==> src/rtl/dmem_arb_pkg.sv <==
// Shared types and constants for the data-memory arbiter.
package dmem_arb_pkg;

    typedef enum logic [1:0] {
        IDLE,
        ACCESS,
        RESP
    } arb_state_t;

    localparam logic PORT_CPU = 1'b0;
    localparam logic PORT_DBG = 1'b1;

    localparam int DEF_ADDR_W = 4;
    localparam int DEF_DATA_W = 4;

endpackage

==> src/rtl/dmem_arb_pick.sv <==
// Two-way request picker for the data-memory arbiter.
// Build option DMEM_ARB_RR_EN: when defined, a tie is resolved in favour of
// the port named by i_prio (round-robin); when undefined, port 0 always wins.
module dmem_arb_pick
    import dmem_arb_pkg::*;
(
    input  logic i_req0,
    input  logic i_req1,
    input  logic i_prio,
    output logic o_grant
);

`ifdef DMEM_ARB_RR_EN
    // Single requester wins outright; on a tie the preferred port wins.
    always_comb begin
        o_grant = PORT_CPU;
        if (i_req0 && i_req1) begin
            o_grant = i_prio;
        end else if (i_req1) begin
            o_grant = PORT_DBG;
        end
    end
`else
    // The preference pointer has no meaning under fixed priority.
    logic w_unused_prio;
    assign w_unused_prio = i_prio;

    // Port 0 wins whenever it requests; port 1 only when alone.
    always_comb begin
        o_grant = PORT_CPU;
        if (!i_req0 && i_req1) begin
            o_grant = PORT_DBG;
        end
    end
`endif

endmodule

==> src/rtl/dmem_arbiter.sv <==
// Arbiter sharing a single-port data memory between the processor (port 0)
// and the loader/debug port (port 1). Each transaction runs IDLE -> ACCESS ->
// RESP, so one access completes every three clocks at most.
// Build option DMEM_ARB_RR_EN selects round-robin tie breaking (see
// dmem_arb_pick); otherwise port 0 has fixed priority.
module dmem_arbiter
    import dmem_arb_pkg::*;
#(
    parameter int ADDR_W = DEF_ADDR_W,
    parameter int DATA_W = DEF_DATA_W
) (
    input  logic              clk,
    input  logic              reset,
    input  logic              req0,
    input  logic              req1,
    input  logic              we0,
    input  logic              we1,
    input  logic [ADDR_W-1:0] addr0,
    input  logic [ADDR_W-1:0] addr1,
    input  logic [DATA_W-1:0] wdata0,
    input  logic [DATA_W-1:0] wdata1,
    output logic              ack0,
    output logic              ack1,
    output logic [DATA_W-1:0] rdata0,
    output logic [DATA_W-1:0] rdata1,
    output logic              D_rd,
    output logic              D_wr,
    output logic [ADDR_W-1:0] D_addr,
    output logic [DATA_W-1:0] W_data,
    input  logic [DATA_W-1:0] R_data,
    output logic              busy
);

    arb_state_t        r_state;
    logic              r_busy;
    logic              r_ack0;
    logic              r_ack1;
    logic [DATA_W-1:0] r_rdata0;
    logic [DATA_W-1:0] r_rdata1;
    logic              r_d_rd;
    logic              r_d_wr;
    logic [ADDR_W-1:0] r_d_addr;
    logic [DATA_W-1:0] r_w_data;
    logic              r_win;
    logic              r_prio;

    logic              w_grant;
    logic              w_any_req;
    logic              w_sel_we;
    logic [ADDR_W-1:0] w_sel_addr;
    logic [DATA_W-1:0] w_sel_wdata;

    dmem_arb_pick u_pick (
        .i_req0  (req0),
        .i_req1  (req1),
        .i_prio  (r_prio),
        .o_grant (w_grant)
    );

    assign w_any_req   = req0 | req1;
    assign w_sel_we    = (w_grant == PORT_DBG) ? we1    : we0;
    assign w_sel_addr  = (w_grant == PORT_DBG) ? addr1  : addr0;
    assign w_sel_wdata = (w_grant == PORT_DBG) ? wdata1 : wdata0;

    // Transaction FSM. The memory pins are loaded on the grant edge so they
    // are stable registered values for the whole ACCESS cycle; the address
    // and write-data registers double as the command latch.
    always_ff @(posedge clk or posedge reset) begin
        if (reset) begin
            r_state  <= IDLE;
            r_busy   <= 1'b0;
            r_ack0   <= 1'b0;
            r_ack1   <= 1'b0;
            r_rdata0 <= '0;
            r_rdata1 <= '0;
            r_d_rd   <= 1'b0;
            r_d_wr   <= 1'b0;
            r_d_addr <= '0;
            r_w_data <= '0;
            r_win    <= PORT_CPU;
            r_prio   <= PORT_CPU;
        end else begin
            case (r_state)
                IDLE: begin
                    r_ack0 <= 1'b0;
                    r_ack1 <= 1'b0;
                    if (w_any_req) begin
                        r_win    <= w_grant;
                        r_d_addr <= w_sel_addr;
                        r_w_data <= w_sel_wdata;
                        r_d_rd   <= ~w_sel_we;
                        r_d_wr   <= w_sel_we;
                        // Next tie goes to the port that just lost out.
                        r_prio   <= ~w_grant;
                        r_busy   <= 1'b1;
                        r_state  <= ACCESS;
                    end
                end
                ACCESS: begin
                    if (r_d_rd) begin
                        if (r_win == PORT_DBG) begin
                            r_rdata1 <= R_data;
                        end else begin
                            r_rdata0 <= R_data;
                        end
                    end
                    r_d_rd  <= 1'b0;
                    r_d_wr  <= 1'b0;
                    r_ack0  <= (r_win == PORT_CPU);
                    r_ack1  <= (r_win == PORT_DBG);
                    r_state <= RESP;
                end
                RESP: begin
                    r_ack0  <= 1'b0;
                    r_ack1  <= 1'b0;
                    r_busy  <= 1'b0;
                    r_state <= IDLE;
                end
                default: begin
                    r_ack0  <= 1'b0;
                    r_ack1  <= 1'b0;
                    r_d_rd  <= 1'b0;
                    r_d_wr  <= 1'b0;
                    r_busy  <= 1'b0;
                    r_state <= IDLE;
                end
            endcase
        end
    end

    assign ack0   = r_ack0;
    assign ack1   = r_ack1;
    assign rdata0 = r_rdata0;
    assign rdata1 = r_rdata1;
    assign D_rd   = r_d_rd;
    assign D_wr   = r_d_wr;
    assign D_addr = r_d_addr;
    assign W_data = r_w_data;
    assign busy   = r_busy;

endmodule

==> config.mk <==
export PLATFORM = sky130hd
export DESIGN_NAME = dmem_arbiter
export DESIGN_NICKNAME = d
export VERILOG_FILES = /design/src/rtl/dmem_arb_pkg.sv /design/src/rtl/dmem_arb_pick.sv /design/src/rtl/dmem_arbiter.sv
export SDC_FILE = /design/constraint.sdc
export NUM_CORES = 1
export LEC_CHECK = 0
export CAP_MARGIN = 10
export CORE_MARGIN = 2
export CORE_UTILIZATION = 37
export DETAILED_ROUTE_END_ITERATION = 10
export PLACE_DENSITY = 0.74
export SLEW_MARGIN = 20
export SYNTH_ARGS = -nofsm -noshare
export SYNTH_HDL_FRONTEND = slang
export SYNTH_SLANG_ARGS = --single-unit
==> constraint.sdc <==
create_clock -name clk -period 1.3 [get_ports clk]
set_clock_uncertainty 0.05 [all_clocks]
set_input_delay 0.39 -clock clk [delete_from_list [all_inputs] [get_ports clk]]
set_output_delay 0.39 -clock clk [all_outputs]
set_load 0.05 [all_outputs]
==> impl_metrics.csv <==
group,metric,value,unit
outcome,status,"finished with violations",
outcome,violations,"negative setup slack",
finish,stdcell_count,171,
placed_design,portBuffers,46,
floorplanning,die_y,58.18,um
worst_setup_path,max_stage_delay,440,ps
grt,grt_start_max_net_pins,25,
detailed_routing,drc,0,
worst_setup_path,start_kind,"flop",
placed_design,hpwl,1.821,mm
grt,gr-total-overflow,0,
detailed_routing,m1WireLength,1.006,mm
detailed_routing,route.met3.wl,217,um
worst_setup_path,end_kind,"output pin",
cts,cts_buffers,3,
cts,insertion_delay,310,ps
detailed_routing,drt-total-wl,2.410,mm
power_and_ir_drop,p_per_area,2774,nW/um^2
worst_setup_path,cp_top_family,"flip-flops",
worst_setup_path,crit_arrival,930,ps
floorplanning,row_count,19,
grt,track_usage,16.03,%
floorplanning,start_util,39.05,%
sta,fin_ws,-65.94,ps
logic_synthesis,ys_seq_area_share,55.30,%
floorplanning,core,2781,um^2
cts,htreeDepth,1,
finish,nets,167,
cts,clockRootBuffer,"clkbuf_4",
sta,slew_viol_final,0,
sta,period_needed,1366,ps
grt,grt_pass1_vias,886,
logic_synthesis,synth.avg_cell_area,14.68,um^2
floorplanning,ios,47,
logic_synthesis,synth_area,1086,um^2
detailed_routing,via_per_inst,4.743,
sta,fin_crit_sh,105.1,%
logic_synthesis,synth.net_count,100,
logic_synthesis,netlist-cell-type-count,22,
sta,setup_viol,29,
logic_synthesis,syn_inst,74,
detailed_routing,drt_iter0_drc,7,
sta,fmax,732.1,MHz
logic_synthesis,ys_warn_count,0,
worst_setup_path,crit_fanout,2,
detailed_routing,wire_per_inst,14.09,um
floorplanning,die-area,3384,um^2
placed_design,dp_cells,160,
worst_setup_path,required,860,ps
worst_setup_path,critPathBufInv,1,
worst_setup_path,r2r_setup_slack,-30,ps
cts,clk_pin_slew,130,ps
grt,grt_antenna_before_repair,0,
detailed_routing,first_pass_iters,2,
finish,finalCoreUtilization,74.00,%
detailed_routing,vias,811,
power_and_ir_drop,p_total,5709,uW
worst_setup_path,crit_path_top_delay_cell,"dfrtp_1",
sta,worst_slew_pin_slew,267.7,ps
floorplanning,fp.dieW,58.18,um
finish,final_area,2058,um^2
detailed_routing,ant_nets,0,
placed_design,gp_congestion,0.7482,
logic_synthesis,synth-seq-cells,24,
cts,hold_buffers,0,
run,maxCapViolations,0,
cts,tritoncts,"done",
finish,drive_gt1_share,56.43,%
detailed_routing,routed-wl-met2,1.167,mm
grt,grt_pass1_wl,4.167,mm
finish,final_cell_mix,"mux2_4 (24), clkdlybuf4s50_1 (23), buf_12 (23), dfrtp_1 (21), buf_4 (15)",
finish,diodes,0,
placed_design,place_area,1907,um^2
worst_setup_path,reg2reg_depth,3,
cts,clockBufferDepth,2,
worst_setup_path,worstPathCellList,"buf_12",
worst_setup_path,worstSetupPathType,"flop to output pin",
sta,rsz0062_at_grt,"yes",
sta,hold_violations,0,
finish,area.growth.synth_to_final,89.52,%
sta,relSlewSlack,82.08,%
detailed_routing,top_layer_used,"met4",
worst_setup_path,rr_startpoint,"r_state[1]",
power_and_ir_drop,ir_drop,2.167,mV
finish,final_common_cell,"mux2_4",
cts,clock-sinks,24,
power_and_ir_drop,leakage,0.0009729,uW
worst_setup_path,r2r_end,"rdata0[2]",
min_path,hold_class,"input port to asynchronous set/reset pin",
Yosys cell counts:
cell type | number | area (um^2)
mux2i_1 | 1 | 10.01
and2_1 | 1 | 6.260
nor3_4 | 1 | 16.27
mux2_1 | 1 | 11.26
nand3_1 | 1 | 5.000
mux2_4 | 9 | 135.1
or2_2 | 1 | 6.260
inv_1 | 2 | 7.510
nor3_1 | 1 | 5.000
nand2b_1 | 1 | 6.260
mux2_2 | 14 | 157.7
nand3b_1 | 1 | 7.510
and2_2 | 1 | 7.510
nor2_1 | 3 | 11.26
a21o_1 | 1 | 7.510
nor3b_2 | 1 | 12.51
o21ba_2 | 1 | 10.01
dfrtp_1 | 24 | 600.6
a21oi_1 | 5 | 25.02
a211oi_1 | 1 | 7.510
and2b_1 | 1 | 7.510
buf_6 | 2 | 22.52
stage by stage:
| step | hold slack, ps | setup WS [ps] | setup TNS (ps) |
|---|---|---|---|
| 4_1_cts | 353.6 | -78.36 | -1507 |
| 3_3_place_gp | 399.9 | -567.8 | -6128 |
| 2_1_floorplan | 354.6 | -76.33 | -627.5 |
| 5_1_grt | 353.9 | -112.0 | -2813 |
| 6_report | 343.6 | -65.94 | -1109 |
| 3_5_place_dp | 407.9 | -602.9 | -6595 |
cell type report:
type,instances,area [um^2]
Inverter,2,7.507
Fill cell,187,723.2
Multi-Input combinational cell,47,548.0
Sequential cell,24,604.3
Tap cell,31,38.79
Timing Repair Buffer,63,823.3
Clock buffer,4,36.28
repair_timing:
action / in CTS / in global routing
hold endpoints to repair: 0 / 0
buffers inserted: 4 / 2
setup endpoints to repair: 40 / 37
gates resized for setup: 15 / 6
pin swaps: 3 / 3
cloned: 1 / 0
where the power goes:
part	internal (uW)	switching, uW
combinational	2100	1690
clock	171	222
sequential	1120	405
total	3390	2310
cells by family (layout without fill, tap and decap cells):
group / count (synthesis) / after routing / share of synthesized area [%]
multiplexers: 25 / 25 / 28.92
flip-flops: 24 / 24 / 55.30
AND/OR/NAND/NOR: 13 / 14 / 8.411
AO/OA/AOI/OAI: 8 / 8 / 4.608
buffers and inverters: 4 / 69 / 2.765
worst max-delay path by stage:
stage	depth (start not counted)	slack, ps	to	start
floorplan	3	-80	D_addr[0]	r_state[1]
global placement	4	-570	D_addr[1]	req0
detailed placement	4	-600	D_addr[2]	req0
CTS	1	-80	D_addr[3]	D_addr[3]
global route	1	-110	D_addr[3]	D_addr[3]
finish	1	-70	rdata1[1]	rdata1[1]
state kept, by name (all words and copies together) (netlist names):
name     cells
D_addr       4
W_data       4
rdata0       4
D_wr         1
r_win        1
r_state      2
rdata1       4
ack0         1
busy         1
D_rd         1
ack1         1
metal layers:
layer	vias up	track usage (%)
met5	-	0
met1	377	20.20
met4	0	4.983
met2	39	26.46
li1	393	-
met3	2	4.911
No activity file was read; power rests on OpenSTA's default activity.
==> edit, RTL diff (same flow settings) <==
The option `DMEM_ARB_RR_EN` is turned on by a define.
--- a/src/rtl/dmem_arb_pick.sv
+++ b/src/rtl/dmem_arb_pick.sv
@@ -1,6 +1,8 @@
 // Two-way request picker for the data-memory arbiter.
 // Build option DMEM_ARB_RR_EN: when defined, a tie is resolved in favour of
 // the port named by i_prio (round-robin); when undefined, port 0 always wins.
+`define DMEM_ARB_RR_EN
+
 module dmem_arb_pick
     import dmem_arb_pkg::*;
 (
Formal check against the unedited RTL: not equivalent (Yosys sat finds a counterexample within 10 cycles, from zero or initial values and one cycle with reset high).
==> edit against the unedited design <==
- the flow still finishes with violations (setup timing)
- wire length increased by 22%
- sequential power increased by 4%
- synthesized cell count increased by 5.4%
- critical path depth unchanged
- setup slack got worse by 0.020 ns
- sequential share of layout area increased by 1.7 points
- design area decreased by 1.7%
- sequential cell count increased by 1
- synthesized area decreased by 2.5%
- total power increased by 4.7%
==> edit: results (changes against the unedited design) <==
- Ys flop type: dfrtp_1
- GRT met2 Usage: 31.8% (+5.4 points)
- Vias per cell: 5.32 (+12%)
- Routed Wire Length: 2950 µm (+22%)
- Synth Net Count: 104 (+4.0%)
- WL met2: 1550 µm (+33%)
- WL met3: 132 µm (-39%)
- First-pass GRT wire length: 4490 µm (+7.8%)
- Port Buffers: 46 (unchanged)
- Placement Cell Area: 0.00181 mm² (-4.9%)
- CTS Buffer Depth: 2 (unchanged)
- Layout cells sized above 1: 53.1% (-3.3 points)
- Commonest cells post-synth: 25 x dfrtp_1, 8 x a221o_1, 7 x a21boi_0, 7 x mux2_2, 3 x inv_1
- Failing checks: setup timing
- FILL cells: 168 (-10%)
- GRT busiest layer: met2
- Reg2Reg Depth: 3 (unchanged)
- Multiplexer share of the synthesized area: 8.51% (-20 points)
- R2r endpoint: rdata0[3]$_DFFE_PP0P_
- Worst EP arrival: 0.95 ns (+0.02 ns)
- Worst-path cell with the longest stage delay: dfrtp_1
- Gr usage total: 18.0% (+2.0 points)
- Crit path from: W_data[0]$_DFFE_PP0P_
- Lkg Pwr: 0.913 nW (-6.2%)
- Vias in the first global route: 962 (+8.6%)
- Setup ws final: -0.0862 ns (-0.0202 ns)
- Final nets: 170 (+1.8%)
- Crit path largest cell delay: 0.45 ns
- Skew-Pair Late Insertion Delay: 0.33 ns (+0.02 ns)
- Netlist cell types: 30 (+36%)
- Final setup fails: 34 (+17%)
- Detailed Place HPWL: 2020 µm (+11%)
- Met1 usage: 21.7% (+1.5 points)
- Drt initial violations: 17 (+10)
- Maximum VDD drop: 2.41 mV (+11%)
- Crit path max fanout: 2 (unchanged)
- M1 WL: 1220 µm (+21%)
- Final Cell Area: 0.00202 mm² (-1.7%)
- 1st-pass router iterations: 4 (+2)
- Worst setup endpoint: W_data[0]
- Rel. slew slack: 82.5% (+0.40 points)
- Post-synthesis compound-gate area fraction: 18.9% (+14 points)
- Reg2Reg Setup Slack: -0.07 ns (-0.04 ns)
- Status: complete, but fails checks
- Tightest Hold Check Type: input pin to asynchronous set/reset pin
- Sw Share: 42.2% (+1.6 points)
- Met3 GRT Util: 2.95% (-2.0 points)
- Clock transition at path regs: 0.15 ns (+0.02 ns)
- Gpl congestion: 0.789 (+5.4%)
- Pin count of the biggest net entering global routing: 26 (+4.0%)
- Hold_ws: 0.308 ns (-0.0360 ns)
- Seq/Total Area, Yosys: 59.1% (+3.8 points)
- Main area contributors after synthesis: dfrtp_1 59%, a221o_1 7.6%, mux2_2 7.4%, a21boi_0 5.0%, nor3b_2 1.2%
- Htree depth: 1 (unchanged)
[edit: cell count changes in the layout (fill, tap and decap cells not counted), sizes merged, moves of 2 or more]
cell	unedited run	this run
a21oi	5	0
a221o	0	8
mux2	24	8
and3	0	3
nand2	0	2
a21boi	0	8
nor3	2	0
[edit: what timing repair did]
item                                    4_1_cts  5_1_grt
setup buffers                                 4        5
resized for setup                            16       22
pin swaps                                     3       10
cloned                                        0        2
endpoints found under the setup margin       43       39
hold endpoints to repair                      0        0
[edit: kinds of logic (layout without fill, tap and decap cells)]
family          after synthesis  in the layout
mux                           8              8
buf+inv                       7             71
compound gates               23             23
simple gates                 15             16
flops                        25             25
[edit: per-stage QoR]
step                      cells  setup slack (ns)  TNS (ns)
final                       174           -0.0862     -1.75
after global routing        174            -0.124     -3.16
after CTS                   167           -0.0931     -1.61
after detailed placement    159            -0.562     -7.27
after global placement      159            -0.519     -6.71
after floorplan              78           0.00589         0
[edit: worst reg2reg max path, stage by stage (launching register included)]
cell and delay [ns]:
dfrtp_2 0.48, nor3b_2 0.21, and2_4 0.22, mux2_4 0.31
[edit: power groups by stage]
| stage | registers, mW | clock network [mW] | logic, mW |
|---|---|---|---|
| after floorplan | 2.47 | 0 | 0.729 |
| after global placement | 1.55 | 0 | 3.41 |
| after detailed placement | 1.58 | 0 | 3.47 |
| after CTS | 1.57 | 0.368 | 3.70 |
| after global routing | 1.62 | 0.406 | 4.19 |
| final | 1.58 | 0.367 | 4.03 |
[edit: final cells by class]
class	instances	share of cell area (%)
repair buffers	64	40.9
clock inverters	1	0.371
inverters	3	0.557
flip-flops and latches	25	31.1
multi-input cells	47	24.1
clock buffers	3	1.11
well taps	31	1.92
